--- config.mk ---
export PLATFORM = sky130hd
export DESIGN_NAME = ring_phase_monitor_flat
export DESIGN_NICKNAME = d
export VERILOG_FILES = /design/src/rtl/ring_phase_monitor_pkg.sv /design/src/rtl/ring_phase_monitor_if.sv /design/src/rtl/ring_phase_monitor_onehot_encode.sv /design/src/rtl/ring_phase_monitor.sv /design/src/flat_wrapper.sv
export SDC_FILE = /design/constraint.sdc
export NUM_CORES = 1
export LEC_CHECK = 0
export ABC_AREA = 1
export BUFFER_PORTS_ARGS = -buffer_cell sky130_fd_sc_hd__buf_4
export CORE_AREA = 2 2 62 64
export CTS_BUF_LIST = sky130_fd_sc_hd__clkbuf_16
export CTS_CLUSTER_SIZE = 28
export DETAILED_ROUTE_END_ITERATION = 7
export DIE_AREA = 0 0 64 66
export GPL_ROUTABILITY_DRIVEN = 0
export SLEW_MARGIN = 20
export SYNTH_ARGS = -nofsm -noshare
export SYNTH_HDL_FRONTEND = slang
export SYNTH_SLANG_ARGS = --single-unit
export TNS_END_PERCENT = 20
--- constraint.sdc ---
create_clock -name clk -period 9.58 [get_ports clk]
set_input_delay 0.958 -clock clk [delete_from_list [all_inputs] [get_ports clk]]
set_output_delay 0.958 -clock clk [all_outputs]
set_load 0.05 [all_outputs]
--- src/rtl/ring_phase_monitor_pkg.sv ---
// Shared types and default sizing for the ring phase monitor.
package ring_phase_monitor_pkg;

    // Tracker state: hunting for a first good sample, or following the ring.
    typedef enum logic [0:0] {
        StSync,
        StLocked
    } state_e;

    localparam int unsigned DefWidth = 6;
    localparam int unsigned DefHome  = 3;
    localparam int unsigned DefCntW  = 8;

    // Index width for a WIDTH-stage ring; never narrower than one bit.
    function automatic int unsigned phase_width(input int unsigned width);
        return (width > 1) ? $clog2(width) : 1;
    endfunction

endpackage

--- src/rtl/ring_phase_monitor_if.sv ---
// Sample input and status output bundle of the ring phase monitor.
interface ring_phase_monitor_if
    import ring_phase_monitor_pkg::*;
#(
    parameter int unsigned WIDTH = DefWidth,
    parameter int unsigned CNT_W = DefCntW
);

    localparam int unsigned PHASE_W = phase_width(WIDTH);

    logic [WIDTH-1:0]   ring;
    logic               ring_valid;
    logic               clr_err;
    logic [PHASE_W-1:0] phase;
    logic               phase_valid;
    logic               rev_pulse;
    logic [CNT_W-1:0]   rev_count;
    logic               err_onehot;
    logic               err_seq;

    // Upstream side: supplies ring samples and the error clear.
    modport master (
        output ring,
        output ring_valid,
        output clr_err,
        input  phase,
        input  phase_valid,
        input  rev_pulse,
        input  rev_count,
        input  err_onehot,
        input  err_seq
    );

    // Monitor side.
    modport slave (
        input  ring,
        input  ring_valid,
        input  clr_err,
        output phase,
        output phase_valid,
        output rev_pulse,
        output rev_count,
        output err_onehot,
        output err_seq
    );

endinterface

--- src/rtl/ring_phase_monitor_onehot_encode.sv ---
// One-hot to binary index encoder with a popcount==1 qualifier.
module onehot_encode #(
    parameter int unsigned WIDTH = 6,
    parameter int unsigned IDX_W = 3
) (
    input  logic [WIDTH-1:0] vec,
    output logic [IDX_W-1:0] idx,
    output logic             is_onehot
);

    localparam int unsigned CntW = $clog2(WIDTH + 1);

    logic [CntW-1:0] cnt;

    // Count set bits and OR together their indices; idx is only meaningful when one-hot.
    always_comb begin
        cnt = '0;
        idx = '0;
        for (int i = 0; i < int'(WIDTH); i++) begin
            if (vec[i]) begin
                cnt = cnt + CntW'(1);
                idx = idx | IDX_W'(i);
            end
        end
        is_onehot = (cnt == CntW'(1));
    end

endmodule

--- src/rtl/ring_phase_monitor.sv ---
// Tracks a one-hot ring counter, reports its phase, counts revolutions and
// flags malformed or out-of-sequence samples.
module ring_phase_monitor
    import ring_phase_monitor_pkg::*;
#(
    parameter int unsigned WIDTH = DefWidth,
    parameter int unsigned HOME  = DefHome,
    parameter int unsigned CNT_W = DefCntW
) (
    input  logic               clk,
    input  logic               rst,
    ring_phase_monitor_if.slave bus
);

    localparam int unsigned PhaseW   = phase_width(WIDTH);
    localparam int unsigned PrevHome = (HOME == 0) ? WIDTH - 1 : HOME - 1;

    state_e             state_q, state_d;
    logic [WIDTH-1:0]   prev_q, prev_d;
    logic [PhaseW-1:0]  phase_q, phase_d;
    logic               rev_pulse_q, rev_pulse_d;
    logic [CNT_W-1:0]   rev_count_q, rev_count_d;
    logic               err_onehot_q, err_onehot_d;
    logic               err_seq_q, err_seq_d;

    logic [PhaseW-1:0]  sample_idx;
    logic               sample_onehot;
    logic [WIDTH-1:0]   expected;
    logic               hit_onehot_err;
    logic               hit_seq_err;

    onehot_encode #(
        .WIDTH (WIDTH),
        .IDX_W (PhaseW)
    ) u_encode (
        .vec       (bus.ring),
        .idx       (sample_idx),
        .is_onehot (sample_onehot)
    );

    // Next legal value: previous sample rotated one step toward the higher index.
    assign expected = {prev_q[WIDTH-2:0], prev_q[WIDTH-1]};

    // State register; reset discards prev and all status.
    always_ff @(posedge clk) begin
        if (rst) begin
            state_q      <= StSync;
            prev_q       <= '0;
            phase_q      <= '0;
            rev_pulse_q  <= 1'b0;
            rev_count_q  <= '0;
            err_onehot_q <= 1'b0;
            err_seq_q    <= 1'b0;
        end else begin
            state_q      <= state_d;
            prev_q       <= prev_d;
            phase_q      <= phase_d;
            rev_pulse_q  <= rev_pulse_d;
            rev_count_q  <= rev_count_d;
            err_onehot_q <= err_onehot_d;
            err_seq_q    <= err_seq_d;
        end
    end

    // Classify the sample against the current state; everything holds without ring_valid.
    always_comb begin
        state_d        = state_q;
        prev_d         = prev_q;
        phase_d        = phase_q;
        rev_pulse_d    = 1'b0;
        rev_count_d    = rev_count_q;
        err_onehot_d   = err_onehot_q;
        err_seq_d      = err_seq_q;
        hit_onehot_err = 1'b0;
        hit_seq_err    = 1'b0;

        if (bus.ring_valid) begin
            case (state_q)
                StSync: begin
                    // First sample after sync only establishes the phase; never a revolution.
                    if (sample_onehot) begin
                        state_d = StLocked;
                        prev_d  = bus.ring;
                        phase_d = sample_idx;
                    end else begin
                        hit_onehot_err = 1'b1;
                    end
                end
                StLocked: begin
                    if (!sample_onehot) begin
                        state_d        = StSync;
                        hit_onehot_err = 1'b1;
                    end else if (bus.ring == expected) begin
                        prev_d  = bus.ring;
                        phase_d = sample_idx;
                        // phase_q still holds the index of prev here.
                        if (sample_idx == PhaseW'(HOME) && phase_q == PhaseW'(PrevHome)) begin
                            rev_pulse_d = 1'b1;
                            rev_count_d = rev_count_q + CNT_W'(1);
                        end
                    end else begin
                        state_d     = StSync;
                        hit_seq_err = 1'b1;
                    end
                end
                default: state_d = StSync;
            endcase

            // Clear first so a simultaneous new error still lands.
            if (bus.clr_err) begin
                err_onehot_d = 1'b0;
                err_seq_d    = 1'b0;
            end
            if (hit_onehot_err) begin
                err_onehot_d = 1'b1;
            end
            if (hit_seq_err) begin
                err_seq_d = 1'b1;
            end
        end
    end

    assign bus.phase       = phase_q;
    assign bus.phase_valid = (state_q == StLocked);
    assign bus.rev_pulse   = rev_pulse_q;
    assign bus.rev_count   = rev_count_q;
    assign bus.err_onehot  = err_onehot_q;
    assign bus.err_seq     = err_seq_q;

endmodule

--- src/flat_wrapper.sv ---
// flat-port wrapper written by rule: the top's interface ports become plain ports
module ring_phase_monitor_flat import ring_phase_monitor_pkg::*;
#(
    parameter int unsigned WIDTH = DefWidth,
    parameter int unsigned HOME  = DefHome,
    parameter int unsigned CNT_W = DefCntW
)
  (clk, rst, bus_ring, bus_ring_valid, bus_clr_err, bus_phase, bus_phase_valid, bus_rev_pulse, bus_rev_count, bus_err_onehot, bus_err_seq);
  ring_phase_monitor_if #(.WIDTH(WIDTH), .CNT_W(CNT_W)) bus_i ();
  input  logic clk;
  input  logic rst;
  input wire logic [$bits(bus_i.ring)-1:0] bus_ring;
  input wire logic [$bits(bus_i.ring_valid)-1:0] bus_ring_valid;
  input wire logic [$bits(bus_i.clr_err)-1:0] bus_clr_err;
  output wire logic [$bits(bus_i.phase)-1:0] bus_phase;
  output wire logic [$bits(bus_i.phase_valid)-1:0] bus_phase_valid;
  output wire logic [$bits(bus_i.rev_pulse)-1:0] bus_rev_pulse;
  output wire logic [$bits(bus_i.rev_count)-1:0] bus_rev_count;
  output wire logic [$bits(bus_i.err_onehot)-1:0] bus_err_onehot;
  output wire logic [$bits(bus_i.err_seq)-1:0] bus_err_seq;
  assign bus_i.ring = bus_ring;
  assign bus_i.ring_valid = bus_ring_valid;
  assign bus_i.clr_err = bus_clr_err;
  assign bus_phase = bus_i.phase;
  assign bus_phase_valid = bus_i.phase_valid;
  assign bus_rev_pulse = bus_i.rev_pulse;
  assign bus_rev_count = bus_i.rev_count;
  assign bus_err_onehot = bus_i.err_onehot;
  assign bus_err_seq = bus_i.err_seq;
  ring_phase_monitor #(.WIDTH(WIDTH), .HOME(HOME), .CNT_W(CNT_W)) u_core (.clk(clk), .rst(rst), .bus(bus_i));
endmodule
==> run_results.csv, run 1 <==
group,metric,value,unit
status,status,"finished clean",
placement,hpwlAfterDp,2130,um
clocking,clkTransAtPathRegs,60,ps
detailed_routing,wire_per_inst,10.1,um
die,die_area,0.00422,mm^2
clocking,ctsHoldBuffers,0,
power_and_ir_drop,ir_drop,88.1,uV
clocking,cts.sinks,21,
power_and_ir_drop,p_leak,0.750,nW
synthesis,syn_nets,217,
run,drv_cap,0,
global_routing,antenna_found_initial,0,
global_routing,track_usage,0.141,
synthesis,yosysTopAreaCellShare,0.303,
layout,nets,240,
worst_setup_path,cp_slowest_cell,"a21oi_2",
die,die_y,66,um
synthesis,synth_edf_count,0,
hold_path,hold_path_class,"flip-flop to flip-flop",
global_routing,grt_pass1_vias,1119,
sta,fmax,241,MHz
global_routing,grt_max_degree,14,
die,fp.coreArea,0.00355,mm^2
detailed_routing,vias_per_cell,4.64,
sta,fin_setup_tns,0,ps
sta,setup_viol,0,
detailed_routing,drt-pass1-iter-count,4,
clocking,cts_buffers,3,
clocking,cts_root_buffer,"clkbuf_16",
layout,area_growth,19.7,%
synthesis,synthCells,201,
detailed_routing,postRouteAntennaNets,0,
worst_setup_path,endpoint_kind,"flip-flop",
layout,regArea,420,um^2
die,row_count,22,
placement,port_buffers,24,
layout,insertedDiodeCount,0,
clocking,cts_setup_buffers,0,
sta,slew_violations,0,
die,start_util,0.390,
clocking,cts_buffer_depth,2,
layout,drive_above_1_share,0.224,
sta,finalHoldViolations,0,
power_and_ir_drop,p_per_area,143,mW/mm^2
synthesis,synthTopCellsByCount,"46 x nand2_1, 25 x inv_1, 21 x dfxtp_1, 21 x nor2_1",
global_routing,grt_pass1_wl,4890,um
worst_setup_path,start_kind,"input pin",
clocking,worstSkewPairLatency,250,ps
detailed_routing,drt-total-wl,2730,um
sta,fin_skew,2.51,ps
sta,tightest_slew,537,ps
die,fp.dieW,64,um
worst_setup_path,worstSetupPathType,"input pin to flip-flop",
synthesis,ys_types,28,
synthesis,synth_area,0.00139,mm^2
clocking,cts_tree,"built",
clocking,post_cts_resized,0,
synthesis,ys_warn_count,0,
sta,finalCritPeriodShare,0.434,
worst_setup_path,slowest_delay,460,ps
synthesis,synth_seq_area_share,0.303,
worst_setup_path,crit_chain,"buf_4 > inv_1 > ha_1 > inv_2 > nand2_4 > nand2_2 > inv_1 > ha_1 > nand2_1 > nand2_1 > ha_1 > or2_1 > nand2_2 > inv_1 > ha_1 > nor2_1 > nand3_1 > a21oi_2 > nand3_2 > nor2_1 > nor2_1",
worst_setup_path,critPathMostFrequentCell,"ha_1",
synthesis,ys_ff_latch,21,
synthesis,synth-async-reset-ratio,0,
sta,period_needed,4160,ps
detailed_routing,drc,0,
synthesis,yosysTopAreaCell,"dfxtp_1",
sta,relSlewSlack,0.642,
worst_setup_path,crit_arrival,4300,ps
synthesis,synthTopCellsByArea,"dfxtp_1 30%, nand2_1 12%, inv_1 6.8%",
sta,rsz0062_at_grt,"no",
detailed_routing,dr.first_iter.drc_count,54,
layout,multiInputGateArea,807,um^2
detailed_routing,num_vias,1257,
layout,fillerInstances,358,
worst_setup_path,crit_required,9720,ps
clocking,htreeDepth,1,
worst_setup_path,worstPathMaxFanout,13,
die,io_pins,25,
synthesis,synth.most_common_cell,"nand2_1",
synthesis,syn_area_per_cell,6.90,um^2
global_routing,grt-ovfl-total,0,
sta,hold_ws,476,ps
synthesis,ys.flop_type,"dfxtp_1",
kinds of logic (layout without fill, tap and decap cells):
| group | Yosys count | after routing | share of synthesized area |
|---|---|---|---|
| and+or+nand+nor | 110 | 110 | 0.394 |
| buffers and inverters | 35 | 57 | 0.115 |
| AOI/OAI and AO/OA | 23 | 23 | 0.0957 |
| DFF | 21 | 21 | 0.303 |
| adders and majority gates | 6 | 6 | 0.0542 |
| xor gates and xnor gates | 6 | 6 | 0.0379 |
registers in the layout, indices dropped and copies added, names as in the netlist:
signal and flops:
u_core.bus.rev_count 8, u_core.prev_q 6, u_core.bus.phase 3, u_core.bus.err_onehot 1, u_core.bus.err_seq 1, u_core.bus.phase_valid 1
u_core.bus.rev_pulse 1
layer usage:
| metal | vias to the layer above | routed length (um) | track usage | part of all wire |
|---|---|---|---|---|
| met4 | 0 | 35 | 0.0489 | 0.013 |
| li1 | 690 | - | - | - |
| met5 | - | 0 | 0 | 0 |
| met3 | 4 | 77 | 0.0136 | 0.028 |
| met2 | 19 | 1220 | 0.230 | 0.45 |
| met1 | 544 | 1400 | 0.194 | 0.51 |
layout make-up:
type,count,share of cell area
Clock inverter,1,0.00302
Clock buffer,3,0.0452
Sequential cell,21,0.253
Timing Repair Buffer,24,0.109
Tap cell,48,0.0362
Multi-Input combinational cell,145,0.486
Inverter,29,0.0671
per-stage QoR:
step           power (W)   util  setup slack, ps  instance area [um^2]  std cells
6_report        0.000237  0.467             5420                  1660        271
3_5_place_dp    0.000153  0.445             5120                  1580        267
2_1_floorplan   0.000142      -             5880                  1390        201
5_1_grt         0.000251  0.467             5020                  1660        271
4_1_cts         0.000240  0.467             5390                  1660        271
3_3_place_gp    0.000153  0.445             5150                  1580        267
where the power goes:
group          switching, W  internal [W]  total [W]
Clock             0.0000310     0.0000560  0.0000869
Sequential       0.00000274     0.0000915  0.0000942
Combinational     0.0000373     0.0000190  0.0000563
Total             0.0000710      0.000166   0.000237
cell usage in the layout, fill, tap and decap left out, drive strengths merged, types with 5 or more instances in the layout:
cell / instances
xor2: 6
buf: 24
a21oi: 14
nor2: 25
nand4: 11
ha: 6
nand2: 52
nand3: 19
dfxtp: 21
o21ai: 5
inv: 28
final timing paths:
| check | cells after the start | slack (ps) | to | from |
|---|---|---|---|---|
| setup / recovery | 21 | 5420 | u_core.prev_q[4]$_SDFFE_PP0P_ | bus_ring[0] |
| hold / removal | 2 | 480 | u_core.prev_q[3]$_SDFFE_PP0P_ | u_core.prev_q[3]$_SDFFE_PP0P_ |
| setup reg to reg | 7 | 7900 | u_core.prev_q[4]$_SDFFE_PP0P_ | u_core.prev_q[0]$_SDFFE_PP0P_ |
| hold reg to reg | 2 | 480 | u_core.prev_q[3]$_SDFFE_PP0P_ | u_core.prev_q[3]$_SDFFE_PP0P_ |
worst max-delay path, delay by kind of cell:
kind,cells,cell delay (ps)
buf+inv,5,330
simple gates,11,1420
compound gates,1,460
fa+ha+maj,4,1120
No activity file was read; power rests on OpenSTA's default activity.
==> inputs of run 2 (changes only) <==
--- a/config.mk
+++ b/config.mk
@@ -5,13 +5,13 @@
 export SDC_FILE = /design/constraint.sdc
 export NUM_CORES = 1
 export LEC_CHECK = 0
-export ABC_AREA = 1
+export ABC_AREA = 0
 export BUFFER_PORTS_ARGS = -buffer_cell sky130_fd_sc_hd__buf_4
-export CORE_AREA = 2 2 62 64
+export CORE_AREA = 2 2 61 63
 export CTS_BUF_LIST = sky130_fd_sc_hd__clkbuf_16
 export CTS_CLUSTER_SIZE = 28
 export DETAILED_ROUTE_END_ITERATION = 7
-export DIE_AREA = 0 0 64 66
+export DIE_AREA = 0 0 63 65
 export GPL_ROUTABILITY_DRIVEN = 0
 export SLEW_MARGIN = 20
 export SYNTH_ARGS = -nofsm -noshare
==> constraint.sdc (replaced) <==
create_clock -name clk -period 3.95 [get_ports clk]
set_input_delay 0.395 -clock clk [delete_from_list [all_inputs] [get_ports clk]]
set_output_delay 0.395 -clock clk [all_outputs]
set_load 0.05 [all_outputs]
==> run_results.csv, run 2 <==
group,metric,value,unit
global_routing,track_usage,0.160,
synthesis,synthCells,154,
synthesis,synthTopCellsByArea,"dfxtp_1 32%, a21oi_1 6.8%, ha_1 5.6%",
placement,port_buffers,24,
sta,slew_violations,0,
sta,fmax,274,MHz
global_routing,antenna_found_initial,0,
synthesis,syn_nets,170,
clocking,worstSkewPairLatency,260,ps
synthesis,ys_ff_latch,21,
clocking,cts.sinks,21,
sta,setup_ws,302,ps
detailed_routing,postRouteAntennaNets,0,
clocking,htreeDepth,1,
clocking,cts_root_buffer,"clkbuf_16",
synthesis,synth_seq_area_share,0.315,
die,row_count,22,
worst_setup_path,endpoint_kind,"flip-flop",
worst_setup_path,crit_arrival,3830,ps
worst_setup_path,worstSetupPathType,"input pin to flip-flop",
global_routing,grt-ovfl-total,0,
layout,layout_common_cells,"30 x buf_4, 21 x dfxtp_1, 18 x a21oi_1",
placement,placed_cells,222,
worst_setup_path,crit_chain,"buf_4 > inv_1 > ha_1 > xnor2_2 > inv_1 > ha_1 > mux2_2 > ha_1 > mux2_2 > ha_1 > nand2b_1 > nand2_1 > mux2i_1 > o32a_2 > or4_1 > a21oi_1",
synthesis,yosysTopAreaCell,"dfxtp_1",
clocking,cts_buffers,3,
power_and_ir_drop,p_per_area,425,mW/mm^2
detailed_routing,wire_per_inst,13.6,um
sta,relSlewSlack,0.655,
layout,fillerInstances,384,
layout,regArea,420,um^2
sta,finalHoldViolations,0,
worst_setup_path,crit_required,4140,ps
detailed_routing,drc,0,
sta,setup_viol,0,
synthesis,synth_edf_count,0,
sta,fin_setup_tns,0,ps
layout,nets,195,
synthesis,ys.flop_type,"dfxtp_1",
detailed_routing,dr.first_iter.drc_count,63,
detailed_routing,drt-total-wl,3070,um
die,start_util,0.381,
sta,rsz0062_at_grt,"no",
placement,place_worst_setup_slack,34.6,ps
die,io_pins,25,
sta,finalCritPeriodShare,0.924,
power_and_ir_drop,power,0.000694,W
hold_path,hold_path_class,"input pin to flip-flop",
synthesis,ys_warn_count,0,
die,die_area,0.00410,mm^2
layout,insertedDiodeCount,0,
power_and_ir_drop,p_leak,0.646,nW
worst_setup_path,cp_slowest_cell,"or4_1",
global_routing,grt_pass1_wl,5140,um
clocking,clkTransAtPathRegs,60,ps
sta,fin_skew,3.27,ps
die,fp.coreArea,0.00350,mm^2
synthesis,synth_area,0.00133,mm^2
layout,final_cells,226,
synthesis,yosysTopAreaCellShare,0.315,
sta,period_needed,3650,ps
clocking,cts_buffer_depth,2,
layout,largest_reg_flops,8,
worst_setup_path,slowest_delay,520,ps
die,die_y,65,um
layout,multiInputGateArea,818,um^2
power_and_ir_drop,ir_drop,256,uV
detailed_routing,drt-pass1-iter-count,4,
clocking,cts_tree,"built",
worst_setup_path,start_kind,"input pin",
die,fp.dieW,63,um
run,drv_cap,0,
synthesis,ys_types,40,
worst_setup_path,worstPathMaxFanout,12,
detailed_routing,vias_per_cell,5.46,
layout,drive_above_1_share,0.247,
layout,area_growth,22.3,%
layout,mostFrequentLayoutCell,"buf_4",
global_routing,grt_max_degree,22,
sta,tightest_slew,514,ps
synthesis,syn_area_per_cell,8.65,um^2
synthesis,synth-async-reset-ratio,0,
detailed_routing,num_vias,1233,
status,status,"finished clean",
clocking,post_cts_resized,0,
placement,hpwlAfterDp,2320,um
worst_setup_path,critPathMostFrequentCell,"ha_1",
global_routing,grt_pass1_vias,1200,
clocking,ctsHoldBuffers,0,
clocking,cts_setup_buffers,0,
synthesis,synth.most_common_cell,"dfxtp_1",
synthesis,synthTopCellsByCount,"21 x dfxtp_1, 18 x a21oi_1, 11 x nand3_1, 11 x o21ai_0",
run 2: changes by cell type in the layout (fill, tap and decap cells not counted), sizes merged, moves of 6 or more:
| cell | change |
|---|---|
| nand4 | -6 |
| nand3 | -8 |
| xnor2 | +9 |
| nand2 | -44 |
| nor2 | -19 |
| inv | -21 |
| buf | +6 |
| o21ai | +6 |
run 2: worst paths after layout:
| kind | from | endpoint | slack [ps] | cells past startpoint |
|---|---|---|---|---|
| min reg2reg | u_core.bus.err_onehot$_SDFFE_PP0P_ | u_core.bus.err_onehot$_SDFFE_PP0P_ | 460 | 2 |
| min | bus_ring[0] | u_core.prev_q[0]$_SDFFE_PP0P_ | 430 | 3 |
| max | bus_ring[0] | u_core.bus.rev_count[3]$_SDFFE_PP0P_ | 300 | 16 |
| max reg2reg | u_core.bus.phase[2]$_SDFFE_PP0P_ | u_core.bus.rev_count[5]$_SDFFE_PP0P_ | 1810 | 5 |
run 2: kinds of logic (layout without fill, tap and decap cells):
family	count (synthesis)	after routing	synth area share
flops	21	21	0.315
buf+inv	17	41	0.0704
compound gates	46	46	0.213
fa+ha+maj	6	6	0.0563
mux	4	4	0.0319
xor+xnor	13	13	0.0967
simple gates	47	47	0.216
run 2: power breakdown:
group / switching (W) / internal (W)
logic: 0.000150 / 0.0000907
clock network: 0.0000803 / 0.000136
registers: 0.0000107 / 0.000226
total: 0.000241 / 0.000453
run 2: final cells by class:
class | count | share of cell area
flip-flops and latches | 21 | 0.258
multi-input cells | 116 | 0.502
clock buffers | 3 | 0.0460
repair buffers | 30 | 0.138
well taps | 48 | 0.0368
inverters | 7 | 0.0161
clock inverters | 1 | 0.00307
run 2: worst max-delay path, delay by kind of cell:
family,cells,cell delay (ps)
XOR/XNOR,1,160
buffers and inverters,3,200
adder cells (fa/ha/maj),4,1190
AND/OR/NAND/NOR,3,770
AO/OA/AOI/OAI,2,470
multiplexers,3,650
run 2: through the flow:
step            util  hold WS (ps)  area [um^2]
6_report       0.466           428         1630
5_1_grt        0.466           453         1630
4_1_cts        0.466           430         1630
3_5_place_dp   0.443           460         1550
3_3_place_gp   0.443           453         1550
2_1_floorplan      -           466         1330
run 2: per-layer routing:
metal	GRT usage	up-vias	share of wire
li1	-	615	-
met1	0.172	586	0.42
met2	0.299	28	0.52
met3	0.0365	4	0.044
met4	0.0667	0	0.012
met5	0	-	0
==> inputs of run 3 (changes only) <==
--- a/config.mk
+++ b/config.mk
@@ -7,11 +7,12 @@
 export LEC_CHECK = 0
 export ABC_AREA = 0
 export BUFFER_PORTS_ARGS = -buffer_cell sky130_fd_sc_hd__buf_4
-export CORE_AREA = 2 2 61 63
+export CORE_AREA = 5 5 64 66
 export CTS_BUF_LIST = sky130_fd_sc_hd__clkbuf_16
+export CTS_CLUSTER_DIAMETER = 100
 export CTS_CLUSTER_SIZE = 28
 export DETAILED_ROUTE_END_ITERATION = 7
-export DIE_AREA = 0 0 63 65
+export DIE_AREA = 0 0 69 71
 export GPL_ROUTABILITY_DRIVEN = 0
 export SLEW_MARGIN = 20
 export SYNTH_ARGS = -nofsm -noshare
==> run_results.csv, run 3 (same netlist as run 2, synthesis figures left out) <==
group,metric,value,unit
status,status,"finished clean",
detailed_routing,drt-total-wl,3030,um
worst_setup_path,crit_required,4140,ps
detailed_routing,drt-pass1-iter-count,4,
worst_setup_path,worstSetupStartpoint,"bus_ring[0]",
sta,rsz0062_at_grt,"no",
clocking,post_cts_resized,0,
die,die_y,71,um
layout,nets,195,
power_and_ir_drop,p_leak,0.647,nW
detailed_routing,vias_per_cell,5.33,
detailed_routing,dr.first_iter.drc_count,46,
die,fp.coreArea,0.00352,mm^2
layout,layout_common_cells,"30 x buf_4, 21 x dfxtp_1, 18 x a21oi_1",
layout,mostFrequentLayoutCell,"buf_4",
layout,insertedDiodeCount,0,
die,io_pins,25,
worst_setup_path,timing.rr.start,"u_core.bus.phase[2]$_SDFFE_PP0P_",
clocking,cts_buffer_depth,2,
clocking,worstSkewPairLatency,260,ps
die,die_area,0.00490,mm^2
sta,tightest_slew,503,ps
sta,fin_setup_tns,0,ps
sta,fin_skew,3.07,ps
run,drv_cap,0,
die,start_util,0.378,
clocking,clkTransAtPathRegs,60,ps
sta,hold_ws,437,ps
hold_path,hold_start,"bus_ring[0]",
die,row_count,22,
worst_setup_path,rrSetupSlack,1860,ps
placement,port_buffers,24,
clocking,ctsHoldBuffers,0,
worst_setup_path,endpoint_kind,"flip-flop",
worst_setup_path,worstSetupPathType,"input pin to flip-flop",
sta,slew_violations,0,
hold_path,hold_path_class,"input pin to flip-flop",
sta,finalHoldViolations,0,
global_routing,grt_max_degree,22,
detailed_routing,wire_per_inst,13.4,um
detailed_routing,drc,0,
sta,fmax,274,MHz
global_routing,grt-ovfl-total,0,
clocking,cts_tree,"built",
worst_setup_path,crit_arrival,3840,ps
sta,finalCritPeriodShare,0.925,
clocking,cts_root_buffer,"clkbuf_16",
layout,area_growth,22.3,%
clocking,cts_buffers,3,
layout,largest_reg_flops,8,
power_and_ir_drop,ir_drop,244,uV
layout,fillerInstances,375,
sta,period_needed,3650,ps
detailed_routing,num_vias,1205,
global_routing,antenna_found_initial,0,
power_and_ir_drop,p_per_area,428,mW/mm^2
sta,relSlewSlack,0.662,
global_routing,grt_pass1_vias,1096,
detailed_routing,postRouteAntennaNets,0,
layout,drive_above_1_share,0.247,
placement,hpwlAfterDp,2260,um
global_routing,grt_pass1_wl,5090,um
worst_setup_path,start_kind,"input pin",
global_routing,track_usage,0.126,
clocking,cts.sinks,21,
sta,setup_viol,0,
worst_setup_path,worstPathMaxFanout,15,
clocking,cts_setup_buffers,0,
die,fp.dieW,69,um
layout,fin_util,0.463,
clocking,htreeDepth,1,
run 3: cell counts in the layout (fill, tap and decap cells not counted):
Identical to the previous run, type by type.
run 3: path summary, 6_finish.rpt:
| kind | to | cells past startpoint |
|---|---|---|
| setup reg to reg | u_core.bus.rev_count[3]$_SDFFE_PP0P_ | 5 |
| setup / recovery | u_core.bus.rev_count[4]$_SDFFE_PP0P_ | 16 |
| hold / removal | u_core.prev_q[0]$_SDFFE_PP0P_ | 3 |
| hold reg to reg | u_core.bus.err_onehot$_SDFFE_PP0P_ | 2 |
run 3: power breakdown:
part	switching (W)	internal (W)	leakage [nW]
Sequential	0.0000109	0.000226	0.170
Clock	0.0000817	0.000136	0.0409
Combinational	0.000149	0.0000933	0.436
Total	0.000241	0.000456	0.647
run 3: final cells by class:
cell class | instances | area [um^2] | area share
repair buffers | 30 | 225 | 0.138
multi-input cells | 116 | 818 | 0.502
well taps | 48 | 60.1 | 0.0368
clock inverters | 1 | 5.00 | 0.00307
flip-flops and latches | 21 | 420 | 0.258
clock buffers | 3 | 75.1 | 0.0460
inverters | 7 | 26.3 | 0.0161
run 3: critical path, cell delays in order:
cell	delay, ps
buf_4	110
inv_1	40
ha_1	350
xnor2_2	160
inv_1	60
ha_1	280
mux2_2	290
ha_1	290
mux2_2	280
ha_1	270
nand2b_1	180
nand2_1	80
mux2i_1	80
o32a_2	320
or4_1	520
a21oi_1	160
run 3: per-stage QoR:
step                      cells  total power [W]  cell area, um^2  setup WS, ps
after global placement      222         0.000479             1550           120
after detailed placement    222         0.000484             1550          30.3
after global routing        226         0.000737             1630          16.9
final                       226         0.000697             1630           297
after floorplan             154         0.000418             1330           254
after CTS                   226         0.000702             1630           284
run 3: metal layers:
| metal | part of all wire | wire length (um) | GRT usage | vias up |
|---|---|---|---|---|
| met5 | 0 | 0 | 0 | - |
| met4 | 0.013 | 38 | 0.0564 | 0 |
| met1 | 0.44 | 1320 | 0.158 | 553 |
| li1 | - | - | - | 617 |
| met2 | 0.49 | 1490 | 0.202 | 30 |
| met3 | 0.059 | 180 | 0.0341 | 5 |
